$ cat config.mk
export PLATFORM = sky130hd
export DESIGN_NAME = ddr_fb_arbiter
export DESIGN_NICKNAME = d
export VERILOG_FILES = /design/src/rtl/fb_arb_pkg.sv /design/src/rtl/fb_buf_sel.sv /design/src/rtl/ddr_fb_arbiter.sv
export SDC_FILE = /design/constraint.sdc
export NUM_CORES = 1
export LEC_CHECK = 0
export CORE_UTILIZATION = 48
export CTS_CLUSTER_SIZE = 20
export DETAILED_ROUTE_END_ITERATION = 10
export HOLD_SLACK_MARGIN = 0.03
export PLACE_DENSITY_LB_ADDON = 0.08
export SLEW_MARGIN = 0
export SYNTH_ARGS = -nofsm -noshare
export SYNTH_HDL_FRONTEND = slang
export SYNTH_SLANG_ARGS = --single-unit
$ cat constraint.sdc
create_clock -name clk -period 3.15 [get_ports clk]
set_input_delay 0.7875 -clock clk [delete_from_list [all_inputs] [get_ports clk]]
set_output_delay 0.7875 -clock clk [all_outputs]
set_load 0.05 [all_outputs]
$ cat src/rtl/fb_arb_pkg.sv
// Shared types for the DDR3 frame-buffer arbiter: FSM states, app_cmd encodings, buffer index.
package fb_arb_pkg;

  typedef enum logic [2:0] {
    ST_IDLE,
    ST_WR_CMD,
    ST_WR_DATA,
    ST_WR_DROP,
    ST_RD_CMD,
    ST_RD_WAIT
  } state_t;

  localparam logic [2:0] CMD_WR = 3'b000;
  localparam logic [2:0] CMD_RD = 3'b001;

  typedef logic [1:0] buf_idx_t;

endpackage

$ cat src/rtl/fb_buf_sel.sv
// Next write-buffer selection at a write frame boundary.
// FB_TRIPLE_BUF_EN selects tear-free triple buffering; otherwise ping-pong between buffers 0 and 1.
module fb_buf_sel
  import fb_arb_pkg::*;
(
  input  buf_idx_t done_buf,
  input  buf_idx_t rd_buf,
  output buf_idx_t next_buf
);

`ifdef FB_TRIPLE_BUF_EN
  // Lowest buffer that is neither the frame just completed nor the one being displayed.
  always_comb begin
    next_buf = 2'd2;
    if (done_buf != 2'd0 && rd_buf != 2'd0) begin
      next_buf = 2'd0;
    end else if (done_buf != 2'd1 && rd_buf != 2'd1) begin
      next_buf = 2'd1;
    end
  end
`else
  logic unused_sel;

  assign next_buf   = {1'b0, ~done_buf[0]};
  assign unused_sel = ^{done_buf[1], rd_buf};
`endif

endmodule

$ cat src/rtl/ddr_fb_arbiter.sv
// Shares the DDR3 app command port between the camera write path and the HDMI read path,
// one burst at a time, with per-frame buffer addressing. FB_TRIPLE_BUF_EN enables triple buffering.
module ddr_fb_arbiter
  import fb_arb_pkg::*;
#(
  parameter int ADDR_W       = 28,
  parameter int BURST_BEATS  = 16,
  parameter int BURST_INC    = 128,
  parameter int FRAME_BURSTS = 7200,
  parameter int FRAME_STRIDE = 'h80_0000,
  parameter int STARVE_MAX   = 4
) (
  input  logic              clk,
  input  logic              rst,
  input  logic              calib_done,
  input  logic              wr_req,
  input  logic              wr_frame_start,
  input  logic              rd_req,
  input  logic              rd_frame_start,
  output logic              app_cmd_en,
  output logic [2:0]        app_cmd,
  output logic [ADDR_W-1:0] app_addr,
  input  logic              app_cmd_rdy,
  output logic              app_wdf_wren,
  input  logic              app_wdf_rdy,
  output logic              cam_fifo_rd,
  input  logic              rd_data_valid,
  output logic [1:0]        wr_buf,
  output logic [1:0]        rd_buf,
  output logic              busy
);

  localparam int CNT_W    = $clog2(FRAME_BURSTS + 1);
  localparam int BEAT_W   = $clog2(BURST_BEATS);
  localparam int STARVE_W = $clog2(STARVE_MAX + 1);

  localparam logic [CNT_W-1:0]    FRAME_FULL = CNT_W'(FRAME_BURSTS);
  localparam logic [CNT_W-1:0]    RD_LAST    = CNT_W'(FRAME_BURSTS - 1);
  localparam logic [BEAT_W-1:0]   LAST_BEAT  = BEAT_W'(BURST_BEATS - 1);
  localparam logic [STARVE_W-1:0] STARVE_LIM = STARVE_W'(STARVE_MAX);

  state_t              state_q, state_d;
  logic [CNT_W-1:0]    wr_cnt_q, wr_cnt_d;
  logic [CNT_W-1:0]    rd_cnt_q, rd_cnt_d;
  logic [BEAT_W-1:0]   beat_q, beat_d;
  logic [STARVE_W-1:0] starve_q, starve_d;
  buf_idx_t            wr_buf_q, wr_buf_d;
  buf_idx_t            rd_buf_q, rd_buf_d;
  buf_idx_t            done_buf_q, done_buf_d;
  logic                wr_pend_q, wr_pend_d;
  logic                rd_pend_q, rd_pend_d;
  buf_idx_t            next_wr_buf;
  logic [ADDR_W-1:0]   wr_addr, rd_addr;

  fb_buf_sel u_buf_sel (
    .done_buf (wr_buf_q),
    .rd_buf   (rd_buf_q),
    .next_buf (next_wr_buf)
  );

  assign wr_addr = ADDR_W'(32'(wr_buf_q) * 32'(FRAME_STRIDE) + 32'(wr_cnt_q) * 32'(BURST_INC));
  assign rd_addr = ADDR_W'(32'(rd_buf_q) * 32'(FRAME_STRIDE) + 32'(rd_cnt_q) * 32'(BURST_INC));

  // NOTE: flops update with non-blocking assignments only; all combinational blocks use blocking.
  always_ff @(posedge clk or posedge rst) begin
    if (rst) begin
      state_q    <= ST_IDLE;
      wr_cnt_q   <= '0;
      rd_cnt_q   <= '0;
      beat_q     <= '0;
      starve_q   <= '0;
      wr_buf_q   <= '0;
      rd_buf_q   <= '0;
      done_buf_q <= '0;
      wr_pend_q  <= 1'b0;
      rd_pend_q  <= 1'b0;
    end else begin
      state_q    <= state_d;
      wr_cnt_q   <= wr_cnt_d;
      rd_cnt_q   <= rd_cnt_d;
      beat_q     <= beat_d;
      starve_q   <= starve_d;
      wr_buf_q   <= wr_buf_d;
      rd_buf_q   <= rd_buf_d;
      done_buf_q <= done_buf_d;
      wr_pend_q  <= wr_pend_d;
      rd_pend_q  <= rd_pend_d;
    end
  end

  always_comb begin
    // NOTE: every *_d starts from its hold value so no branch can leave it unassigned (no latches).
    state_d    = state_q;
    wr_cnt_d   = wr_cnt_q;
    rd_cnt_d   = rd_cnt_q;
    beat_d     = beat_q;
    starve_d   = starve_q;
    wr_buf_d   = wr_buf_q;
    rd_buf_d   = rd_buf_q;
    done_buf_d = done_buf_q;
    wr_pend_d  = wr_pend_q | wr_frame_start;
    rd_pend_d  = rd_pend_q | rd_frame_start;

    unique case (state_q)
      ST_IDLE: begin
        if (calib_done) begin
          // Frame boundaries land here first so arbitration sees the post-boundary counters.
          if (wr_pend_q) begin
            wr_pend_d = wr_frame_start;
            if (wr_cnt_q == FRAME_FULL) begin
              done_buf_d = wr_buf_q;
              wr_buf_d   = next_wr_buf;
            end
            wr_cnt_d = '0;
          end
          if (rd_pend_q) begin
            rd_pend_d = rd_frame_start;
            rd_buf_d  = done_buf_d;
            rd_cnt_d  = '0;
          end
          if (rd_req && !(wr_req && starve_q == STARVE_LIM)) begin
            state_d  = ST_RD_CMD;
            starve_d = wr_req ? starve_q + 1'b1 : '0;
          end else if (wr_req) begin
            state_d  = (wr_cnt_d == FRAME_FULL) ? ST_WR_DROP : ST_WR_CMD;
            starve_d = '0;
          end
        end
      end
      ST_WR_CMD: if (app_cmd_rdy) state_d = ST_WR_DATA;
      ST_WR_DATA: begin
        if (app_wdf_rdy) begin
          if (beat_q == LAST_BEAT) begin
            beat_d   = '0;
            wr_cnt_d = wr_cnt_q + 1'b1;
            state_d  = ST_IDLE;
          end else begin
            beat_d = beat_q + 1'b1;
          end
        end
      end
      ST_WR_DROP: begin
        if (beat_q == LAST_BEAT) begin
          beat_d  = '0;
          state_d = ST_IDLE;
        end else begin
          beat_d = beat_q + 1'b1;
        end
      end
      ST_RD_CMD: if (app_cmd_rdy) state_d = ST_RD_WAIT;
      ST_RD_WAIT: begin
        if (rd_data_valid) begin
          if (beat_q == LAST_BEAT) begin
            beat_d   = '0;
            rd_cnt_d = (rd_cnt_q == RD_LAST) ? '0 : rd_cnt_q + 1'b1;
            state_d  = ST_IDLE;
          end else begin
            beat_d = beat_q + 1'b1;
          end
        end
      end
      default: state_d = ST_IDLE;
    endcase
  end

  always_comb begin
    app_cmd_en   = 1'b0;
    app_cmd      = CMD_WR;
    app_addr     = '0;
    app_wdf_wren = 1'b0;
    cam_fifo_rd  = 1'b0;
    unique case (state_q)
      ST_WR_CMD: begin
        app_cmd_en = 1'b1;
        app_addr   = wr_addr;
      end
      ST_RD_CMD: begin
        app_cmd_en = 1'b1;
        app_cmd    = CMD_RD;
        app_addr   = rd_addr;
      end
      ST_WR_DATA: begin
        app_wdf_wren = app_wdf_rdy;
        cam_fifo_rd  = app_wdf_rdy;
      end
      ST_WR_DROP: cam_fifo_rd = 1'b1;
      default: ;
    endcase
  end

  assign wr_buf = wr_buf_q;
  assign rd_buf = rd_buf_q;
  assign busy   = (state_q != ST_IDLE);

endmodule

==> flow_summary.ini <==
[status]
outcome = complete, no violations

[global_routing]
overflow = 0
grt_max_degree = 27
grt_pass1_vias = 2409
grt_pass1_wl_um = 11900
track_usage = 0.245
antenna_found_initial = 0

[critical_path]
cp_max_fo = 17
cp-start-kind = flip-flop
path_cells = or3_1 > clkdlybuf4s50_1
cp-end-kind = output port
required_ns = 2.36
reg2reg_from = state_q[0]
cp_top_family = buffers and inverters
slowest_stage = clkdlybuf4s50_1
worstPathBufferInverterCount = 1
critPathLaunch = state_q[0]
critPathArrivalTime_ns = 2.12
slowest_delay_ns = 0.73
worst-setup-path-type = flip-flop to output port

[clock_network]
clock_sinks = 43
cts_tree = yes
worstSkewPairLatency_ns = 0.32
cts_hold_buf = 0
cts_buffers = 5
post_cts_resize_count = 0
clockBufferDepth = 2
h-tree-depth = 2
cts_setup_buffers = 0
clk_pin_slew_ns = 0.09
clockRootBuffer = clkbuf_8

[cells_and_area]
areaGrowthSynthToFinish_pct = 20.1
n_fill_cell = 508
nets = 376
final_common_cell = dfrtp_1
diodes = 0
drive_above_1_share = 0.0970
layout_common_cells = dfrtp_1, nand2_1, nor2_1

[yosys]
ys_ff_latch = 43
synth-simple-area-share = 0.250
syn_area_sq_mm = 0.00284
synth_area_leaders = dfrtp_1, buf_4, nand3_1
yosysTopAreaCellShare = 0.378
syn_area_per_cell_sq_um = 8.46
ys_seq_area_frac = 0.378
synthAdderAreaFrac = 0.0264
yosys.area.top_type = dfrtp_1
synth_xor_area_frac = 0.00616
synthCells = 336
yosysWarnings = 0
synth-compound-area-share = 0.199
synthArstFlopShare = 1.00
synthFlopType = dfrtp_1
synth_cell_types = 51
synth_edf_count = 0
synth_top_family_by_area = simple AND/OR/NAND/NOR gates
synthMuxAreaShare = 0.0330

[floorplan]
die_area_sq_mm = 0.00624
die_y_um = 79.0
ios = 49
die-width_um = 79.0
rows = 27
core_sq_mm = 0.00561
start_util = 0.507

[worst_hold_path]
hp-class = flip-flop to flip-flop
min_from = done_buf_q[0]

[sta]
fin_ws_ns = 0.242
fmax_mhz = 344
fin_crit_sh = 0.923
finalSetupViolations = 0
rsz0062_at_grt = false
hold_viol_final = 0
slew_headroom = 0.362
fin_tns_setup_ns = 0
tightest_slew_ns = 0.951
skew_ns = 0.00923
slew_violations = 0
period_needed_ns = 2.91

[pwr]
powerDensity_mw_per_mm2 = 681
leakage_nw = 1.40
finalPower_mw = 2.33
peakVddDrop_mv = 0.455

[routing]
drcViolationCount = 0
num_vias = 2565
detail-route-antenna-nets = 0
vias_per_cell = 5.92
post_drt_wl_per_cell_um = 16.2
dr.pass1.iters = 5
drt_wl_total_um = 6990
drt_iter0_drc = 256

[place]
post-place-ws_ns = 0.408
io_buffers = 32
place.gp.congestion = 0.870
hpwlAfterDp_um = 5170

[job]
drv_cap = 0
sequential cells by signal (all words and copies together), names as in the netlist:
signal,flops
beat_q,4
done_buf_q,2
rd_buf,2
rd_cnt_q,13
rd_pend_q,1
starve_q,3
state_q,3
wr_buf,1
wr_cnt_q,13
wr_pend_q,1
worst register-to-register path, cell delays in order (launching register included):
cell	delay, ns
dfrtp_1	0.64
and3b_1	0.60
a32o_1	0.42
nand3_1	0.36
o22ai_1	0.33
logic make-up (layout without fill, tap and decap cells):
family,count (synthesis),in the layout
AO/OA/AOI/OAI,83,83
XOR/XNOR,2,2
adder cells (fa/ha/maj),6,6
buffers and inverters,61,71
flip-flops,43,43
multiplexers,9,9
other,1,16
AND/OR/NAND/NOR,131,131
worst paths after layout:
kind	cells after the start	to	slack [ns]
hold / removal	1	done_buf_q[0]	0.51
hold reg to reg	1	done_buf_q[0]	0.51
setup reg to reg	4	rd_cnt_q[5]	0.70
max in group asynchronous	3	wr_cnt_q[7]	1.56
min in group asynchronous	2	rd_cnt_q[8]	0.88
setup / recovery	2	busy	0.24
synthesized netlist by cell type, drive strengths merged, types with 5 or more instances:
| cell | instances |
|---|---|
| dfrtp | 43 |
| nand2 | 27 |
| inv | 24 |
| nor2 | 24 |
| nand3 | 23 |
| buf | 19 |
| clkbuf | 18 |
| a22oi | 15 |
| o21ai | 15 |
| a31oi | 12 |
| o22ai | 10 |
| and2 | 8 |
| nand4 | 8 |
| a21oi | 7 |
| or3 | 7 |
| ha | 6 |
| mux2i | 6 |
| nor3 | 5 |
through the flow:
step / std cells / hold WS, ns / utilization / cell area [sq um]
5_1_grt: 433 / 0.546 / 0.609 / 3420
3_3_place_gp: 425 / 0.475 / 0.593 / 3320
6_report: 433 / 0.506 / 0.609 / 3420
2_1_floorplan: 351 / 0.453 / - / 2900
4_1_cts: 433 / 0.511 / 0.609 / 3420
3_5_place_dp: 425 / 0.484 / 0.593 / 3320
power breakdown:
group / leakage, nW / internal [mW] / total, mW / switching, mW
Clock: 0.0408 / 0.159 / 0.373 / 0.214
Sequential: 0.572 / 0.656 / 0.837 / 0.181
Combinational: 0.785 / 0.439 / 1.12 / 0.677
layer usage:
metal / up-vias / GRT usage / routed length [um] / part of all wire
li1: 1246 / - / - / -
met1: 1221 / 0.345 / 3210 / 0.46
met2: 86 / 0.382 / 3320 / 0.48
met3: 12 / 0.0356 / 337 / 0.048
met4: 0 / 0.0855 / 119 / 0.017
met5: - / 0 / 0 / 0
final cells by class:
cell class / instances / area, sq um / area share
Multi-Input combinational cell: 247 / 1520 / 0.446
Clock buffer: 5 / 68.8 / 0.0201
Clock inverter: 3 / 23.8 / 0.00696
Tap cell: 72 / 90.1 / 0.0264
Timing Repair Buffer: 39 / 543 / 0.159
Inverter: 24 / 90.1 / 0.0264
Sequential cell: 43 / 1080 / 0.315
Power figures use the tool's default switching activity.
